$ cat config.mk
export PLATFORM = sky130hd
export DESIGN_NAME = seq_mul_unit_flat
export DESIGN_NICKNAME = d
export VERILOG_FILES = /design/src/rtl/seq_mul_unit_pkg.sv /design/src/rtl/seq_mul_unit_if.sv /design/src/rtl/seq_mul_unit_adder.sv /design/src/rtl/seq_mul_unit_dp.sv /design/src/rtl/seq_mul_unit.sv /design/src/flat_wrapper.sv
export SDC_FILE = /design/constraint.sdc
export NUM_CORES = 1
export LEC_CHECK = 0
export CAP_MARGIN = 5
export CORE_UTILIZATION = 63
export CTS_CLUSTER_DIAMETER = 60
export DETAILED_ROUTE_END_ITERATION = 16
export PLACE_DENSITY = 0.87
export SLEW_MARGIN = 10
export SYNTH_ARGS = -nofsm -noshare
export SYNTH_HDL_FRONTEND = slang
export SYNTH_SLANG_ARGS = --single-unit
export TNS_END_PERCENT = 20
$ cat constraint.sdc
create_clock -name clk -period 24.2 [get_ports clk]
set_clock_uncertainty 0.05 [all_clocks]
set_input_delay 2.42 -clock clk [delete_from_list [all_inputs] [get_ports clk]]
set_output_delay 2.42 -clock clk [all_outputs]
set_load 0.005 [all_outputs]
$ cat src/rtl/seq_mul_unit_pkg.sv
// Shared definitions for the iterative KGP-RISC multiplier (state encodings, widths, helpers).
package seq_mul_unit_pkg;

   localparam int unsigned WIDTH    = 32;
   localparam int unsigned CNT_W    = 6;
   localparam int unsigned MUL_ITER = 32;

   typedef enum logic [2:0] {
      S_IDLE   = 3'd0,
      S_ABS_A  = 3'd1,
      S_ABS_B  = 3'd2,
      S_RUN    = 3'd3,
      S_NEG_LO = 3'd4,
      S_NEG_HI = 3'd5,
      S_DONE   = 3'd6
   } state_t;

   typedef struct packed {
      logic             is_signed;
      logic [WIDTH-1:0] op_a;
      logic [WIDTH-1:0] op_b;
   } mul_req_t;

   // Ripple increment built from gates so the 32-bit ADDER stays the only adder.
   function automatic logic [CNT_W-1:0] cnt_inc(input logic [CNT_W-1:0] x);
      logic             cy;
      logic [CNT_W-1:0] res;
      cy  = 1'b1;
      res = '0;
      for (int i = 0; i < int'(CNT_W); i++) begin
         res[i] = x[i] ^ cy;
         cy     = x[i] & cy;
      end
      return res;
   endfunction

endpackage

$ cat src/rtl/seq_mul_unit_if.sv
// Start/busy/done handshake and operand/product bus between execute-stage controller and multiplier.
interface seq_mul_unit_if;
   import seq_mul_unit_pkg::*;

   logic             start;
   logic             is_signed;
   logic [WIDTH-1:0] op_a;
   logic [WIDTH-1:0] op_b;
   logic             busy;
   logic             done;
   logic [WIDTH-1:0] prod_hi;
   logic [WIDTH-1:0] prod_lo;

   modport master (output start, is_signed, op_a, op_b,
                   input  busy, done, prod_hi, prod_lo);
   modport slave  (input  start, is_signed, op_a, op_b,
                   output busy, done, prod_hi, prod_lo);
endinterface

$ cat src/rtl/seq_mul_unit_adder.sv
// Combinational 32-bit ADDER (A,B -> S,C) with carry-in tied to zero.
module seq_mul_unit_adder
   import seq_mul_unit_pkg::*;
(
   input  logic [WIDTH-1:0] i_a,
   input  logic [WIDTH-1:0] i_b,
   output logic [WIDTH-1:0] o_s,
   output logic             o_c
);

   always_comb begin
      logic cy;
      cy  = 1'b0;
      o_s = '0;
      for (int i = 0; i < int'(WIDTH); i++) begin
         o_s[i] = i_a[i] ^ i_b[i] ^ cy;
         cy     = (i_a[i] & i_b[i]) | ((i_a[i] ^ i_b[i]) & cy);
      end
      o_c = cy;
   end

endmodule

$ cat src/rtl/seq_mul_unit_dp.sv
// Multiplier datapath: single ADDER instance, operand muxes, working and product registers.
// MUL_EARLY_TERM_EN: flags a zero operand so the controller can skip straight to DONE.
module seq_mul_unit_dp
   import seq_mul_unit_pkg::*;
(
   input  logic             clk,
   input  logic             rst_n,
   input  state_t           i_state,
   input  logic             i_load,
   input  mul_req_t         i_req,
   input  logic             i_ld_prod,
   input  logic             i_zero_prod,
   output logic [WIDTH-1:0] o_prod_hi,
   output logic [WIDTH-1:0] o_prod_lo,
   output logic             o_opz_c
);

   mul_req_t         r_req;
   logic             r_sneg;
   logic [WIDTH-1:0] r_m;
   logic [WIDTH-1:0] r_hi;
   logic [WIDTH-1:0] r_lo;
   logic             r_cy;
   logic [WIDTH-1:0] r_prod_hi;
   logic [WIDTH-1:0] r_prod_lo;

   logic [WIDTH-1:0] w_add_a;
   logic [WIDTH-1:0] w_add_b;
   logic [WIDTH-1:0] w_sum;
   logic             w_co;
   logic [WIDTH:0]   w_step;
   logic [WIDTH-1:0] w_m_nxt;
   logic [WIDTH-1:0] w_hi_nxt;
   logic [WIDTH-1:0] w_lo_nxt;
   logic             w_cy_nxt;
   logic             w_neg_a;
   logic             w_neg_b;

   assign w_neg_a = r_req.is_signed & r_req.op_a[WIDTH-1];
   assign w_neg_b = r_req.is_signed & r_req.op_b[WIDTH-1];

   seq_mul_unit_adder u_adder (
      .i_a (w_add_a),
      .i_b (w_add_b),
      .o_s (w_sum),
      .o_c (w_co)
   );

   // Adder operand selection; two's-complement negation is ~x + 1 through the ADDER.
   always_comb begin
      w_add_a = '0;
      w_add_b = '0;
      case (i_state)
         S_ABS_A:  begin w_add_a = ~r_req.op_a; w_add_b = WIDTH'(1); end
         S_ABS_B:  begin w_add_a = ~r_req.op_b; w_add_b = WIDTH'(1); end
         S_RUN:    begin w_add_a = r_hi;        w_add_b = r_m;       end
         S_NEG_LO: begin w_add_a = ~r_lo;       w_add_b = WIDTH'(1); end
         S_NEG_HI: begin w_add_a = ~r_hi;       w_add_b = {{(WIDTH-1){1'b0}}, r_cy}; end
         default:  ;
      endcase
   end

   // Next values of the working registers for the current step.
   always_comb begin
      w_m_nxt  = r_m;
      w_hi_nxt = r_hi;
      w_lo_nxt = r_lo;
      w_cy_nxt = r_cy;
      w_step   = '0;
      case (i_state)
         S_ABS_A: w_m_nxt = w_neg_a ? w_sum : r_req.op_a;
         S_ABS_B: begin
            w_lo_nxt = w_neg_b ? w_sum : r_req.op_b;
            w_hi_nxt = '0;
         end
         S_RUN: begin
            w_step   = r_lo[0] ? {w_co, w_sum} : {1'b0, r_hi};
            w_hi_nxt = w_step[WIDTH:1];
            w_lo_nxt = {w_step[0], r_lo[WIDTH-1:1]};
         end
         S_NEG_LO: begin
            if (r_sneg) {w_cy_nxt, w_lo_nxt} = {w_co, w_sum};
            else        w_cy_nxt = 1'b0;
         end
         S_NEG_HI: if (r_sneg) w_hi_nxt = w_sum;
         default: ;
      endcase
   end

   always_ff @(posedge clk or negedge rst_n) begin
      if (!rst_n) begin
         r_req     <= '0;
         r_sneg    <= 1'b0;
         r_m       <= '0;
         r_hi      <= '0;
         r_lo      <= '0;
         r_cy      <= 1'b0;
         r_prod_hi <= '0;
         r_prod_lo <= '0;
      end else begin
         if (i_load) begin
            r_req  <= i_req;
            r_sneg <= i_req.is_signed & (i_req.op_a[WIDTH-1] ^ i_req.op_b[WIDTH-1]);
         end
         r_m  <= w_m_nxt;
         r_hi <= w_hi_nxt;
         r_lo <= w_lo_nxt;
         r_cy <= w_cy_nxt;
         // Product captured on the edge that enters DONE, held otherwise.
         if (i_ld_prod) begin
            r_prod_hi <= i_zero_prod ? '0 : w_hi_nxt;
            r_prod_lo <= i_zero_prod ? '0 : w_lo_nxt;
         end
      end
   end

   assign o_prod_hi = r_prod_hi;
   assign o_prod_lo = r_prod_lo;

`ifdef MUL_EARLY_TERM_EN
   assign o_opz_c = (r_req.op_a == '0) | (r_req.op_b == '0);
`else
   assign o_opz_c = 1'b0;
`endif

endmodule

$ cat src/rtl/seq_mul_unit.sv
// Iterative 32x32->64 signed/unsigned shift-add multiplier with start/busy/done handshake.
// Optional MUL_EARLY_TERM_EN: zero operand finishes three cycles after start.
module seq_mul_unit
   import seq_mul_unit_pkg::*;
(
   input  logic          clk,
   input  logic          rst_n,
   seq_mul_unit_if.slave bus
);

   state_t           r_state;
   state_t           w_state_nxt;
   logic [CNT_W-1:0] r_cnt;
   logic [CNT_W-1:0] w_cnt_nxt;
   logic             r_busy;
   logic             r_done;
   logic             w_load;
   logic             w_ld_prod;
   logic             w_zero_prod;
   logic             w_opz;
   mul_req_t         w_req;
   logic [WIDTH-1:0] w_prod_hi;
   logic [WIDTH-1:0] w_prod_lo;

   assign w_req = {bus.is_signed, bus.op_a, bus.op_b};

   always_ff @(posedge clk or negedge rst_n) begin
      if (!rst_n) begin
         r_state <= S_IDLE;
         r_cnt   <= '0;
         r_busy  <= 1'b0;
         r_done  <= 1'b0;
      end else begin
         r_state <= w_state_nxt;
         r_cnt   <= w_cnt_nxt;
         r_busy  <= (w_state_nxt != S_IDLE);
         r_done  <= (w_state_nxt == S_DONE);
      end
   end

   always_comb begin
      w_state_nxt = r_state;
      w_cnt_nxt   = r_cnt;
      w_load      = 1'b0;
      w_ld_prod   = 1'b0;
      w_zero_prod = 1'b0;
      case (r_state)
         S_IDLE: begin
            if (bus.start) begin
               w_load      = 1'b1;
               w_state_nxt = S_ABS_A;
            end
         end
         S_ABS_A: w_state_nxt = S_ABS_B;
         S_ABS_B: begin
            w_cnt_nxt = '0;
            if (w_opz) begin
               w_state_nxt = S_DONE;
               w_ld_prod   = 1'b1;
               w_zero_prod = 1'b1;
            end else begin
               w_state_nxt = S_RUN;
            end
         end
         S_RUN: begin
            w_cnt_nxt = cnt_inc(r_cnt);
            if (r_cnt == CNT_W'(MUL_ITER - 1)) w_state_nxt = S_NEG_LO;
         end
         S_NEG_LO: w_state_nxt = S_NEG_HI;
         S_NEG_HI: begin
            w_state_nxt = S_DONE;
            w_ld_prod   = 1'b1;
         end
         S_DONE:  w_state_nxt = S_IDLE;
         default: w_state_nxt = S_IDLE;
      endcase
   end

   seq_mul_unit_dp u_dp (
      .clk         (clk),
      .rst_n       (rst_n),
      .i_state     (r_state),
      .i_load      (w_load),
      .i_req       (w_req),
      .i_ld_prod   (w_ld_prod),
      .i_zero_prod (w_zero_prod),
      .o_prod_hi   (w_prod_hi),
      .o_prod_lo   (w_prod_lo),
      .o_opz_c     (w_opz)
   );

   assign bus.busy    = r_busy;
   assign bus.done    = r_done;
   assign bus.prod_hi = w_prod_hi;
   assign bus.prod_lo = w_prod_lo;

endmodule
$ cat src/flat_wrapper.sv
// flat-port wrapper written by rule: the top's interface ports become plain ports
module seq_mul_unit_flat import seq_mul_unit_pkg::*;
  (clk, rst_n, bus_start, bus_is_signed, bus_op_a, bus_op_b, bus_busy, bus_done, bus_prod_hi, bus_prod_lo);
  seq_mul_unit_if bus_i ();
  input  logic clk;
  input  logic rst_n;
  input wire logic [$bits(bus_i.start)-1:0] bus_start;
  input wire logic [$bits(bus_i.is_signed)-1:0] bus_is_signed;
  input wire logic [$bits(bus_i.op_a)-1:0] bus_op_a;
  input wire logic [$bits(bus_i.op_b)-1:0] bus_op_b;
  output wire logic [$bits(bus_i.busy)-1:0] bus_busy;
  output wire logic [$bits(bus_i.done)-1:0] bus_done;
  output wire logic [$bits(bus_i.prod_hi)-1:0] bus_prod_hi;
  output wire logic [$bits(bus_i.prod_lo)-1:0] bus_prod_lo;
  assign bus_i.start = bus_start;
  assign bus_i.is_signed = bus_is_signed;
  assign bus_i.op_a = bus_op_a;
  assign bus_i.op_b = bus_op_b;
  assign bus_busy = bus_i.busy;
  assign bus_done = bus_i.done;
  assign bus_prod_hi = bus_i.prod_hi;
  assign bus_prod_lo = bus_i.prod_lo;
  seq_mul_unit u_core (.clk(clk), .rst_n(rst_n), .bus(bus_i));
endmodule
==> results by group <==
Outcome
  – Run status: complete, no violations

Power
  – Proportion of power drawn by flip-flops and latches: 26.8%
  – Part of the total power dissipated in the clock network: 15.5%
  – Total internal power: 1.38 mW
  – Net Switching: 1.17 mW
  – Static Leakage: 6.99 nW
  – Net switching fraction of the power: 46.0%
  – Worst VDD drop: 0.000104 V
  – Comb pwr share: 57.8%
  – Total power per unit cell area: 161 nW/um2

Drt
  – Routed met3 length: 5420 um
  – Total iterations of the first detailed-routing run: 6
  – Met2 Wirelength: 16300 um
  – Count of nets left with antenna violations after detail routing: 0
  – Iteration-0 DRC count of the detailed router: 1199
  – Routed via count: 11.2k
  – Highest metal used: met5
  – Per-cell routed wire length: 23.5 um
  – Detail-routed via count per cell: 6.71
  – Post-Route WL: 39400 um
  – Wl on met1: 17000 um
  – Remaining DRCs: 0

Clock tree
  – Worst-path clk slew: 0.07 ns
  – CTS tree: yes
  – Max Buffers Root-to-Sink: 3
  – Number of buffers inserted by hold repair at cts: 0
  – CTS HTree Levels: 1
  – Clock tree sinks: 238
  – Post CTS Setup Buffer Count: 0
  – TritonCTS Buffers: 25
  – Library cell used as clock root buffer: clkbuf_16
  – Post-CTS sizing: 0
  – Clock latency on the worst-skew pair: 0.54 ns

Final layout
  – Most frequent cells in the layout: dfrtp_1 (234), clkdlybuf4s50_1 (132), mux2_2 (120)
  – Most common library cell in the layout ignoring fill and taps: dfrtp_1
  – Post-route core utilization: 74.7%
  – Post-synthesis to final-layout area growth: 15.7%
  – Net total in the final layout: 1487
  – Final cell count without fillers: 1673
  – Fill cells: 1474
  – Fraction of final layout cells sized beyond drive strength 1: 13.9%

STA
  – Setup repair after global routing missed its margin: false
  – Total Neg Setup Slack: 0 ns
  – Final worst path period need: 17.22 ns
  – Number of endpoints failing setup at the final stage: 0
  – Worst setup margin: 6.98 ns
  – Top achievable clock speed: 0.0581 GHz
  – Number of hold violations in the final report: 0
  – Share of the clock period used by the worst path: 71.2%
  – Slew at the pin closest to its max-slew limit: 1.30 ns
  – Worst-case hold slack: 0.433 ns
  – Final count of pins violating max slew: 0
  – Worst slew margin relative to its limit: 13.2%

GRT
  – Remaining global-route overflow: 0
  – Wire length of the first global-routing pass: 61900 um
  – Number of global-route vias before repair: 10.6k
  – Overall routing resource usage: 36.4%
  – Pin count of the biggest net entering global routing: 98
  – Number of antenna violations at the first check in global routing: 2

Synth
  – Count of flip-flops with a built-in enable after synthesis: 0
  – Netlist Area Pre-Place: 13700 um2
  – Top cell type by total area after synthesis: dfrtp_1
  – Count of mapped cells out of synthesis: 1325
  – Biggest area contributors in the synthesized netlist: dfrtp_1 (44%), mux2_2 (9.9%), mux2i_1 (6.7%), fa_1 (4.5%), o21ai_0 (3.7%)
  – Netlist cell types: 47
  – Top flip-flop cell by instance count after synthesis: dfrtp_1
  – Fraction of synthesis flops using an asynchronous set or reset pin: 100%
  – Post-Syn Area per Cell: 10.3 um2
  – Net count after synthesis: 1429
  – Fraction of synthesized cell area taken by the top area cell type: 43.6%
  – Seq/Total Area, Yosys: 43.6%
  – #FFs+latches synth: 238
  – Warnings from Yosys: 0

Job
  – Number of max-capacitance violations reported: 0

Setup path
  – Type of the setup path with the least slack: reg2reg
  – Cell repeated most along the worst path: fa_1
  – Kind of end point of the critical path: register
  – Critical Path Max Stage Delay: 0.85 ns
  – CP Launch Type: register
  – Data arrival, critical path: 17.55 ns
  – Worst-path maximum fanout: 51
  – Worst reg2reg path depth: 40
  – Crit-path slowest cell: dfrtp_2
  – Critical path required time: 24.53 ns

Floorplanning
  – I/O pins: 134
  – Floorplan Core Area: 21200 um2
  – Initial core utilization: 64.6%
  – Die footprint: 22300 um2
  – Horizontal die dimension: 149 um
  – Die span in y: 149 um
  – Total number of placement rows: 53

Placed design
  – Worst setup slack after placement: 7.06 ns
  – I/O Buffers: 133
  – Post-DP HPWL: 26100 um
  – Final weighted congestion in routability-driven placement: 0.968
  – Total placed cells including tap cells: 1631

Min path
  – Type of the worst min-delay path: reg2reg
  – Number of stages on the worst hold path: 2
==> critical path, delay by kind of cell, from the launching register on <==
| family | cells | cell delay (ns) |
|---|---|---|
| flip-flops | 1 | 0.85 |
| AND/OR/NAND/NOR | 2 | 0.30 |
| AO/OA/AOI/OAI | 4 | 0.70 |
| adder cells (fa/ha/maj) | 31 | 14.21 |
| buffers and inverters | 3 | 0.94 |
==> synthesized netlist by cell type, types with 2 or more instances <==
| cell | instances |
|---|---|
| dfrtp_1 | 238 |
| mux2_2 | 120 |
| o21ai_0 | 101 |
| mux2i_1 | 91 |
| nand2_1 | 82 |
| nand2b_1 | 68 |
| nor2_1 | 63 |
| clkbuf_1 | 57 |
| buf_2 | 55 |
| inv_1 | 40 |
| a21oi_1 | 33 |
| a32oi_1 | 33 |
| a221o_1 | 32 |
| nor3_1 | 32 |
| and3_1 | 31 |
| fa_1 | 31 |
| o22ai_1 | 31 |
| a21boi_0 | 30 |
| a22oi_1 | 30 |
| a31oi_1 | 30 |
| and2_1 | 29 |
| mux2_1 | 10 |
| nand3_1 | 10 |
| buf_4 | 9 |
| ha_1 | 5 |
| nor2b_1 | 5 |
| buf_1 | 3 |
| nand3b_1 | 3 |
| and4b_1 | 2 |
| nor3b_1 | 2 |
| o211ai_1 | 2 |
| o31ai_1 | 2 |
==> cell type report <==
cell class / instances / area, um2 / share of cell area, %
inverter: 40 / 150 / 0.950
tap: 275 / 344 / 2.18
sequential: 238 / 5960 / 37.7
multi-input combinational: 923 / 7020 / 44.4
clock inverter: 9 / 128 / 0.807
clock buffer: 32 / 702 / 4.44
antenna: 1 / 2.50 / 0.0158
timing repair buffer: 155 / 1500 / 9.50
==> metal layers <==
| metal | global-route usage (%) | vias up |
|---|---|---|
| met5 | 0 | - |
| met4 | 6.79 | 2 |
| met3 | 11.8 | 58 |
| met2 | 49.9 | 724 |
| met1 | 56.2 | 5567 |
| li1 | - | 4883 |
==> flip-flops by register name, summed over array words and instances, names as in the netlist <==
register / flops
u_core.u_dp.r_lo: 32
u_core.u_dp.r_req: 65
u_core.u_dp.o_prod_lo: 32
u_core.u_dp.r_m: 32
u_core.u_dp.r_hi: 32
u_core.bus.busy: 1
u_core.u_dp.r_sneg: 1
u_core.r_cnt: 6
u_core.u_dp.o_prod_hi: 32
u_core.r_state: 3
u_core.bus.done: 1
u_core.u_dp.r_cy: 1
==> power groups by stage <==
stage / Clock, mW / Combinational, mW / Sequential [mW]
2_1_floorplan: 0 / 1.02 / 0.582
4_1_cts: 0.397 / 1.42 / 0.666
5_1_grt: 0.413 / 1.58 / 0.686
3_3_place_gp: 0 / 1.35 / 0.665
3_5_place_dp: 0 / 1.40 / 0.671
6_report: 0.394 / 1.47 / 0.682
==> path summary, 6_finish.rpt <==
kind,slack [ns],to,from
max,6.98,u_core.u_dp.r_lo[31],u_core.r_state[0]
min,0.43,u_core.u_dp.o_prod_hi[29],u_core.u_dp.o_prod_hi[29]
max reg2reg,6.98,u_core.u_dp.r_lo[31],u_core.r_state[0]
min reg2reg,0.43,u_core.u_dp.o_prod_hi[29],u_core.u_dp.o_prod_hi[29]
max in group asynchronous,20.76,u_core.r_state[0],rst_n
min in group asynchronous,1.80,u_core.u_dp.r_m[4],rst_n
==> per-stage QoR <==
step                cell area [um2]  power, mW
finish                        15800       2.55
floorplan                     13700       1.60
global route                  15800       2.68
detailed placement            15000       2.07
CTS                           15800       2.48
global placement              15000       2.02
==> cell families (layout without fill, tap and decap cells) <==
family | Yosys count | count (layout) | synth area share [%]
XOR/XNOR | 1 | 1 | 0.0641
flip-flops | 238 | 238 | 43.6
other | 0 | 1 | 0
AO/OA/AOI/OAI | 333 | 333 | 16.2
buffers and inverters | 164 | 236 | 5.26
AND/OR/NAND/NOR | 332 | 332 | 12.5
adder cells (fa/ha/maj) | 36 | 36 | 5.00
multiplexers | 221 | 221 | 17.4
No activity file was read; power rests on OpenSTA's default activity.
